$ cat src/rtl/mem_arb_pkg.sv
// Shared types for the unified-memory port arbiter: response-owner tags and latency limits.
package mem_arb_pkg;

  typedef enum logic [1:0] {
    TAG_NONE = 2'b00,
    TAG_IF   = 2'b01,
    TAG_MEM  = 2'b10
  } tag_e;

  localparam int MEM_LAT_MIN = 1;
  localparam int MEM_LAT_MAX = 3;

  // A kill squashes fetch ownership only; memory-stage reads always complete.
  function automatic tag_e kill_tag(input tag_e t, input logic kill);
    return (kill && (t == TAG_IF)) ? TAG_NONE : t;
  endfunction

endpackage

$ cat src/rtl/lat_tag_pipe.sv
// Fixed-latency owner-tag pipeline that follows each issued read to the RAM output.
module lat_tag_pipe
  import mem_arb_pkg::*;
#(
  parameter int MEM_LAT = 1
) (
  input  logic clk,
  input  logic reset,
  input  tag_e i_tag,
  input  logic i_kill,
  output tag_e o_head
);

  tag_e r_stage [MEM_LAT];

  always_ff @(posedge clk or negedge reset) begin
    if (!reset) begin
      for (int i = 0; i < MEM_LAT; i++) r_stage[i] <= TAG_NONE;
    end else begin
      r_stage[0] <= kill_tag(i_tag, i_kill);
      for (int i = 1; i < MEM_LAT; i++) r_stage[i] <= kill_tag(r_stage[i-1], i_kill);
    end
  end

  assign o_head = r_stage[MEM_LAT-1];

endmodule

$ cat src/rtl/mem_port_arbiter.sv
// Single-port memory arbiter: memory stage has priority, fetch wins after STARVE_MAX denials;
// read responses are routed back to their owner through lat_tag_pipe.
module mem_port_arbiter
  import mem_arb_pkg::*;
#(
  parameter int ADDR_W     = 8,
  parameter int DATA_W     = 8,
  parameter int MEM_LAT    = 1,
  parameter int STARVE_MAX = 3
) (
  input  logic              clk,
  input  logic              reset,
  input  logic              if_req,
  input  logic [ADDR_W-1:0] if_addr,
  input  logic              if_kill,
  output logic              if_gnt,
  output logic              if_rvalid,
  output logic [DATA_W-1:0] if_rdata,
  input  logic              mem_req,
  input  logic              mem_we,
  input  logic [ADDR_W-1:0] mem_addr,
  input  logic [DATA_W-1:0] mem_wdata,
  output logic              mem_gnt,
  output logic              mem_rvalid,
  output logic [DATA_W-1:0] mem_rdata,
  output logic              ram_en,
  output logic              ram_we,
  output logic [ADDR_W-1:0] ram_addr,
  output logic [DATA_W-1:0] ram_wdata,
  input  logic [DATA_W-1:0] ram_rdata,
  output logic              fetch_stall
);

  localparam int              SC_W   = $clog2(STARVE_MAX + 1);
  localparam logic [SC_W-1:0] SC_MAX = SC_W'(STARVE_MAX);

  logic [SC_W-1:0] r_starve_cnt;
  logic            w_if_gnt;
  logic            w_mem_gnt;
  tag_e            w_tag_in;
  tag_e            w_head;

  // Grants are forced low while reset is held so every output reads 0 during reset.
  always_comb begin
    w_if_gnt  = reset && if_req && (!mem_req || (r_starve_cnt == SC_MAX));
    w_mem_gnt = reset && mem_req && !w_if_gnt;
    w_tag_in  = TAG_NONE;
    if (w_if_gnt)                 w_tag_in = TAG_IF;
    else if (w_mem_gnt && !mem_we) w_tag_in = TAG_MEM;
  end

  always_ff @(posedge clk or negedge reset) begin
    if (!reset) begin
      r_starve_cnt <= '0;
    end else if (if_req && !w_if_gnt) begin
      if (r_starve_cnt != SC_MAX) r_starve_cnt <= r_starve_cnt + 1'b1;
    end else begin
      r_starve_cnt <= '0;
    end
  end

  lat_tag_pipe #(
    .MEM_LAT (MEM_LAT)
  ) u_tag_pipe (
    .clk    (clk),
    .reset  (reset),
    .i_tag  (w_tag_in),
    .i_kill (if_kill),
    .o_head (w_head)
  );

  always_comb begin
    if_gnt      = w_if_gnt;
    mem_gnt     = w_mem_gnt;
    fetch_stall = reset && if_req && !w_if_gnt;
    ram_en      = w_if_gnt || w_mem_gnt;
    ram_we      = w_mem_gnt && mem_we;
    ram_addr    = '0;
    ram_wdata   = '0;
    if (w_if_gnt) begin
      ram_addr  = if_addr;
    end else if (w_mem_gnt) begin
      ram_addr  = mem_addr;
      ram_wdata = mem_wdata;
    end
    if_rvalid   = reset && (w_head == TAG_IF);
    mem_rvalid  = reset && (w_head == TAG_MEM);
    if_rdata    = reset ? ram_rdata : '0;
    mem_rdata   = reset ? ram_rdata : '0;
  end

endmodule
$ cat config.mk
export PLATFORM = sky130hd
export DESIGN_NAME = mem_port_arbiter
export DESIGN_NICKNAME = d
export VERILOG_FILES = /design/src/rtl/mem_arb_pkg.sv /design/src/rtl/lat_tag_pipe.sv /design/src/rtl/mem_port_arbiter.sv
export SDC_FILE = /design/constraint.sdc
export NUM_CORES = 1
export LEC_CHECK = 0
export CAP_MARGIN = 20
export CORE_MARGIN = 5
export CORE_UTILIZATION = 26
export DETAILED_ROUTE_END_ITERATION = 8
export GPL_TIMING_DRIVEN = 1
export PLACE_DENSITY_LB_ADDON = 0.12
export SLEW_MARGIN = 30
export SYNTH_ARGS = -nofsm -noshare
export SYNTH_HDL_FRONTEND = slang
export SYNTH_HIERARCHICAL = 1
export SYNTH_SLANG_ARGS = --single-unit
$ cat constraint.sdc
create_clock -name clk -period 4.2 [get_ports clk]
set_clock_uncertainty 0.1 [all_clocks]
set_input_delay 0.42 -clock clk [delete_from_list [all_inputs] [get_ports clk]]
set_output_delay 0.42 -clock clk [all_outputs]
set_load 0.02 [all_outputs]
# == Word level (Yosys, flattened, before mapping) ==
# Index checks and enable logic that the tools add are counted.
# word_totals
wordCells,35
regBits,4
in_bits,38
out_inout_bits,39
# op_classes
mux,10
n_eq_ne,6
addsub,1
reduce_logical,16
# ops
operator,count
2-to-1 mux 8 bit,5
logical AND 1 bit,11
2-to-1 mux 2 bit,5
"== test 2 x 1 -> 1 bit, second input constant",2
"== test 2 bit, second input constant",2
zero test 1 bit,3
"adder 2 x 1 -> 2 bit, second input constant",1
logical OR 1 bit,2
"inequality test 2 x 1 -> 1 bit, second input constant",1
"inequality test 2 bit, second input constant",1

# == Logic depth before layout (Yosys ltp) ==
# Gate-level depths: netlist of the first run.
# logic_depth
ltp_word,11
ltp_mapped,6
ltp_nobuf,6

# == Modules after synthesis ==
# Netlist of the first run, hierarchy kept.
# by_module_without_submodules
mod,cells_per_inst,instances,seq_area_each_um2,area_per_inst_um2
mem_port_arbiter,79,1,50.0,486.7
lat_tag_pipe,5,1,50.0,65.1

# == Worst setup path before layout of the first run ==
# No wires, ideal clock.
# synth_timing
kind,reg-to-output
startpoint,register r_starve_cnt[0]
endpoint,output ram_addr[0]
arrival_ns,1.246
path_stages_with_launch,5
path_buffers,0
required_ns,3.680
path_slack_ns,2.434
cell_sequence,dfrtp_1 > ha_1 > nand2_1 > nand2_1 > o22ai_1
# synth_between
elab_chain_len,7
# synth_lines
element,line,source
"start, declared",mem_port_arbiter.sv:37,logic [SC_W-1:0] r_starve_cnt;
"start signal, assigned",mem_port_arbiter.sv:56,if (r_starve_cnt != SC_MAX) r_starve_cnt <= r_starve_cnt + 1'b1;
== test 2 bit *,mem_port_arbiter.sv:45,w_if_gnt = reset && if_req && (!mem_req || (r_starve_cnt == SC_MAX));
logical OR 1 bit *,mem_port_arbiter.sv:45,
logical AND 1 bit *,mem_port_arbiter.sv:45,
zero test 1 bit,mem_port_arbiter.sv:46,w_mem_gnt = reset && mem_req && !w_if_gnt;
logical AND 1 bit,mem_port_arbiter.sv:46,
2-to-1 mux 8 bit,mem_port_arbiter.sv:82,end else if (w_mem_gnt) begin
2-to-1 mux 8 bit *,mem_port_arbiter.sv:80,if (w_if_gnt) begin
"end, declared",mem_port_arbiter.sv:28,"output logic [ADDR_W-1:0] ram_addr,"
# Mark *: on every way between the ends. The rest lies on a longest branch, timed or not.

# == Worst setup path after layout of the first run ==
# layout_timing
startpoint,input reset
endpoint,output ram_addr[6]
# layout_between
elab_chain_len,6
word_cells_on_any_way,7
cone_classes,2 x mux; 5 x reduce/logical
# layout_lines
element,line,source
"start, declared",mem_port_arbiter.sv:12,"input logic reset,"
logical AND 1 bit (2 in a row),mem_port_arbiter.sv:45,
zero test 1 bit,mem_port_arbiter.sv:46,
logical AND 1 bit,mem_port_arbiter.sv:46,
2-to-1 mux 8 bit,mem_port_arbiter.sv:82,
2-to-1 mux 8 bit *,mem_port_arbiter.sv:80,
# Marks and branches as above.

==> flow_summary.json, run 1 <==
{
  "yosysMostFrequentCell": "nand2_1",
  "dpl.hpwl_um": 1870,
  "antenna_found_initial": 0,
  "post-route-util_pct": 64.2,
  "path_cells": "clkdlybuf4s50_1 > buf_4 > nand2_1 > o22ai_1 > clkdlybuf4s50_1",
  "path_common_cell": "clkdlybuf4s50_1",
  "path_class": "in -> out",
  "outcome": "finished clean",
  "clock-sinks": 4,
  "die_y_um": 56.1,
  "synth.distinct_cells": 20,
  "synth_xor_area_share_pct": 0,
  "grt_start_max_net_pins": 19,
  "cts_inserted_buffers": 3,
  "async_flop_share_pct": 100,
  "drt-total-wl_um": 2190,
  "cpMaxStageDelayCell": "clkdlybuf4s50_1",
  "yosysTopAreaCellShare_pct": 20.4,
  "ant_nets": 0,
  "fmax_mhz": 345,
  "syn_nets": 123,
  "finalMaxSlewViolations": 0,
  "syn_area_um2": 552,
  "grt_pass1_wl_um": 3460,
  "multiInputGateArea_um2": 349,
  "htree_levels": 1,
  "cts_tree": "built",
  "synth.ff_latch_count": 4,
  "ys_warn_count": 6,
  "drtIter0Drc": 17,
  "rsz0062_at_grt": "no",
  "power_density_nw_per_um2": 171,
  "tns_ps": 0,
  "leakagePower_uw": 0.000519,
  "dieArea_um2": 3140,
  "die_x_um": 56.1,
  "dr.pass1.iters": 4,
  "initial_core_util_pct": 27.6,
  "synth-compound-area-share_pct": 13.4,
  "row_count": 16,
  "synth_top_family_by_area": "simple AND/OR/NAND/NOR gates",
  "clkLatencyLatePin_ps": 230,
  "slew_headroom_pct": 66.1,
  "synth-simple-area-share_pct": 47.6,
  "cts_resized": 0,
  "seq_area_um2": 100,
  "nNetsFinal": 192,
  "synth_area_leaders": "and2_1, dfrtp_1, nand2_1",
  "final_cell_count_no_fill": 178,
  "setup_viol": 0,
  "vias": 780,
  "fillers": 185,
  "drv_cap": 0,
  "gp_congestion": 0.673,
  "cp-end-kind": "output pin",
  "synthToLayoutAreaGrowth_pct": 133,
  "io_buffers": 76,
  "grt_use_total_pct": 13.4,
  "synthAdderAreaFrac_pct": 2.27,
  "synthMuxAreaShare_pct": 0,
  "cts_hold_buf": 0,
  "finalPower_uw": 219,
  "dp_cells": 175,
  "route.detailed.drc": 0,
  "io_pins": 77,
  "post_drt_wl_per_cell_um": 12.3,
  "syn-mean-instance-area_um2": 6.57,
  "path_buf_inv": 3,
  "vias_per_cell": 4.38,
  "hp-class": "in -> async",
  "syn_inst": 84,
  "synth_edf_count": 0,
  "cp_max_fo": 18,
  "yosys-top-cells-count": "nand2_1, and2_1, buf_4",
  "gr-total-overflow": 0,
  "root_buffer": "clkbuf_4",
  "cp.required_ps": 3680,
  "postCtsSetupBuffers": 0,
  "core_um2": 2000,
  "synth-seq-area-share_pct": 18.1,
  "ir_drop_uv": 84.3,
  "grt_pass1_vias": 761,
  "fin_crit_sh_pct": 69.0,
  "crit_family": "buffers and inverters",
  "drive_gt1_share_pct": 3.31,
  "synth_top_cell_by_area": "and2_1",
  "max_stage_delay_ps": 790,
  "finalCriticalPeriod_ps": 2900,
  "synth_flop_cell": "dfrtp_1",
  "startpoint_type": "primary input",
  "finalHoldViolCount": 0,
  "arrival_ps": 2380,
  "cts.clk_slew.worst_paths_ps": 40,
  "worst_slew_pin_slew_ps": 506,
  "diodes": 0,
  "clk_path_buf_depth": 2
}
## cell families after synthesis
group           after synthesis
simple gates                 52
buf+inv                      16
compound gates               11
flops                         4
fa+ha+maj                     1
## layout by cell type (no fill, tap or decap)
| cell type | count |
|---|---|
| nor2b_1 | 2 |
| nor3b_1 | 1 |
| a21boi_1 | 1 |
| o32ai_1 | 1 |
| and3_1 | 1 |
| and3_4 | 1 |
| nand2_1 | 22 |
| nor2_1 | 5 |
| inv_1 | 3 |
| dfrtp_1 | 4 |
| clkbuf_4 | 3 |
| buf_4 | 1 |
| clkdlybuf4s50_1 | 76 |
| nor3_1 | 1 |
| ha_1 | 1 |
| o22ai_1 | 8 |
| nand2b_1 | 1 |
| o21a_1 | 1 |
| and2_1 | 18 |
## cell type report
type / count / share of cell area, %
inverter: 3 / 0.876
timing repair buffer: 77 / 59.8
sequential: 4 / 7.79
tap: 27 / 2.63
clock buffer: 3 / 1.75
multi-input combinational: 64 / 27.2
## sequential cells by signal, indices dropped and copies added, names as in the netlist
| register | count |
|---|---|
| u_tag_pipe/o_head | 2 |
| r_starve_cnt | 2 |
## per-layer routing
layer	track usage, %	wire (µm)	vias up
met1	12.9	740	350
met5	0	0	-
met3	3.71	172	2
met4	4.07	17	0
met2	26.9	1260	31
li1	-	-	397
## path summary, 6_finish.rpt
kind                            startpoint                   end  slack (ps)  cells after the start
max reg2reg                r_starve_cnt[0]  u_tag_pipe/o_head[0]        2670                      6
min                                  reset  u_tag_pipe/o_head[0]         430                      1
min in group clk           r_starve_cnt[0]       r_starve_cnt[0]         530                      2
max in group asynchronous            reset       r_starve_cnt[0]        3230                      1
max                                  reset           ram_addr[6]        1300                      5
min reg2reg                r_starve_cnt[0]       r_starve_cnt[0]         530                      2
## where the power goes
| group | internal (µW) | total [µW] | switching (µW) |
|---|---|---|---|
| Combinational | 74.1 | 130 | 55.6 |
| Clock | 31.9 | 46.9 | 15.0 |
| Sequential | 41.2 | 42.5 | 1.39 |
| Total | 147 | 219 | 72.0 |
## metrics by stage
step	hold slack, ps	area (µm²)	worst slack, ps
floorplan	24.4	552	2430
global placement	503	1260	1310
detailed placement	528	1260	1260
CTS	444	1280	1250
global route	481	1280	1070
finish	430	1280	1300
Power figures use the tool's default switching activity.
==> run 2: changes to the inputs <==
--- a/config.mk
+++ b/config.mk
@@ -7,7 +7,7 @@
 export LEC_CHECK = 0
 export CAP_MARGIN = 20
 export CORE_MARGIN = 5
-export CORE_UTILIZATION = 26
+export CORE_UTILIZATION = 24
 export DETAILED_ROUTE_END_ITERATION = 8
 export GPL_TIMING_DRIVEN = 1
 export PLACE_DENSITY_LB_ADDON = 0.12
==> constraint.sdc (replaced) <==
create_clock -name clk -period 2.72 [get_ports clk]
set_clock_uncertainty 0.1 [all_clocks]
set_input_delay 0.272 -clock clk [delete_from_list [all_inputs] [get_ports clk]]
set_output_delay 0.272 -clock clk [all_outputs]
set_load 0.02 [all_outputs]
==> run 2 against run 1 <==
Flip-flop and latch count unchanged. Global-route usage down 0.39 points. Via count up 0.38%. Final area up 1.1%. Critical endpoint is now if_gnt. Largest cell class unchanged. Core utilization down 5.5 points. Die area up 6.8%. Routed wire length down 1.1%. Non-clock buffer count unchanged. Final cell count up 0.56%. Critical path depth unchanged. Worst hold slack worse by 130 ps.
==> flow_summary.json, run 2 (synthesized netlist as in run 1, its figures left out) <==
{
  "setup_viol": 0,
  "core_um2": 2210,
  "grt_use_total_pct": 13.0,
  "fin_ws_ps": 296,
  "cts_hold_buf": 0,
  "fin_crit_sh_pct": 89.1,
  "gr-total-overflow": 0,
  "finalCriticalPeriod_ps": 2420,
  "slew_headroom_pct": 79.1,
  "diodes": 0,
  "outcome": "finished clean",
  "cts_inserted_buffers": 3,
  "clk_path_buf_depth": 2,
  "drtIter0Drc": 11,
  "finalMaxSlewViolations": 0,
  "startpoint_type": "flip-flop",
  "cts.clk_slew.worst_paths_ps": 40,
  "place_ws_ps": 386,
  "ir_drop_uv": 119,
  "die_y_um": 58.0,
  "dr.pass1.iters": 2,
  "cp-end-kind": "output pin",
  "vias_per_cell": 4.37,
  "rsz0062_at_grt": "no",
  "postCtsSetupBuffers": 0,
  "drive_gt1_share_pct": 3.31,
  "drv_cap": 0,
  "route.detailed.drc": 0,
  "layout_commonest_cell": "clkdlybuf4s50_1",
  "dpl.hpwl_um": 1880,
  "hp-class": "in -> async",
  "clkLatencyLatePin_ps": 230,
  "finalHoldViolCount": 0,
  "row_count": 17,
  "grt_start_max_net_pins": 35,
  "root_buffer": "clkbuf_4",
  "cp_max_fo": 9,
  "io_buffers": 76,
  "cts_tree": "built",
  "tns_ps": 0,
  "synthToLayoutAreaGrowth_pct": 135,
  "ant_nets": 0,
  "path_class": "reg -> out",
  "die_x_um": 58.0,
  "dieArea_um2": 3360,
  "cp.required_ps": 2350,
  "gp_congestion": 0.645,
  "grt_pass1_vias": 822,
  "grt_pass1_wl_um": 3510,
  "arrival_ps": 2050,
  "cts_resized": 0,
  "power_density_nw_per_um2": 260,
  "initial_core_util_pct": 24.9,
  "htree_levels": 1,
  "post_drt_wl_per_cell_um": 12.1,
  "antenna_found_initial": 0,
  "nNetsFinal": 192,
  "fillers": 216,
  "clock-sinks": 4,
  "vias": 783,
  "leakagePower_uw": 0.000523,
  "io_pins": 77,
  "worst_slew_pin_slew_ps": 313,
  "final_cell_mix": "clkdlybuf4s50_1, nand2_1, and2_1",
  "drt-total-wl_um": 2160,
  "fmax_mhz": 413
}
==> run 2: changes by cell type in the layout (fill, tap and decap cells not counted) <==
| cell | previous run | this run |
|---|---|---|
| buf_4 | 1 | 0 |
| buf_12 | 0 | 1 |
==> run 2: final timing paths <==
kind,start,endpoint,slack [ps],cells after the start
max in group asynchronous,reset,u_tag_pipe/o_head[0],2090,2
worst min register to register,r_starve_cnt[0],r_starve_cnt[0],530,2
worst min-delay path,reset,r_starve_cnt[1],300,2
worst max register to register,r_starve_cnt[0],u_tag_pipe/o_head[0],1160,5
worst max-delay path,r_starve_cnt[0],if_gnt,300,5
min in group clk,if_kill,u_tag_pipe/o_head[0],510,2
==> run 2: final cells by class <==
cell class | count | area, µm² | share of cell area [%]
clock buffers | 3 | 22.5 | 1.73
flip-flops and latches | 4 | 100 | 7.71
inverters | 3 | 11.3 | 0.867
multi-input cells | 64 | 349 | 26.9
repair buffers | 77 | 781 | 60.1
well taps | 28 | 35.0 | 2.70
==> run 2: worst max-delay path, stage by stage (launching register included) <==
cell,delay [ps]
dfrtp_1,360
ha_1,260
nand2b_1,160
nand2_1,210
nor2_1,200
clkdlybuf4s50_1,640
==> run 2: layer usage <==
metal  wire (µm)  GRT usage (%)
met5           0              0
met4           0           2.98
met3         214           5.12
met2        1220           25.8
met1         732           12.4
==> run 2: per-stage QoR <==
| stage | cell area, µm² | total power (µW) | util (%) | instances | hold slack, ps |
|---|---|---|---|---|---|
| finish | 1300 | 338 | 58.7 | 179 | 296 |
| global route | 1300 | 359 | 58.7 | 179 | 316 |
| CTS | 1300 | 344 | 58.7 | 179 | 297 |
| detailed placement | 1280 | 270 | 57.7 | 176 | 534 |
| global placement | 1280 | 268 | 57.7 | 176 | 511 |
| floorplan | 552 | 159 | - | 84 | -124 |
==> run 2: power breakdown <==
| part | switching [µW] | total, µW | leakage, µW | internal, µW |
|---|---|---|---|---|
| sequential | 2.30 | 65.9 | 0.0000534 | 63.6 |
| clock | 21.5 | 70.6 | 0.0000138 | 49.2 |
| combinational | 85.3 | 202 | 0.000456 | 116 |
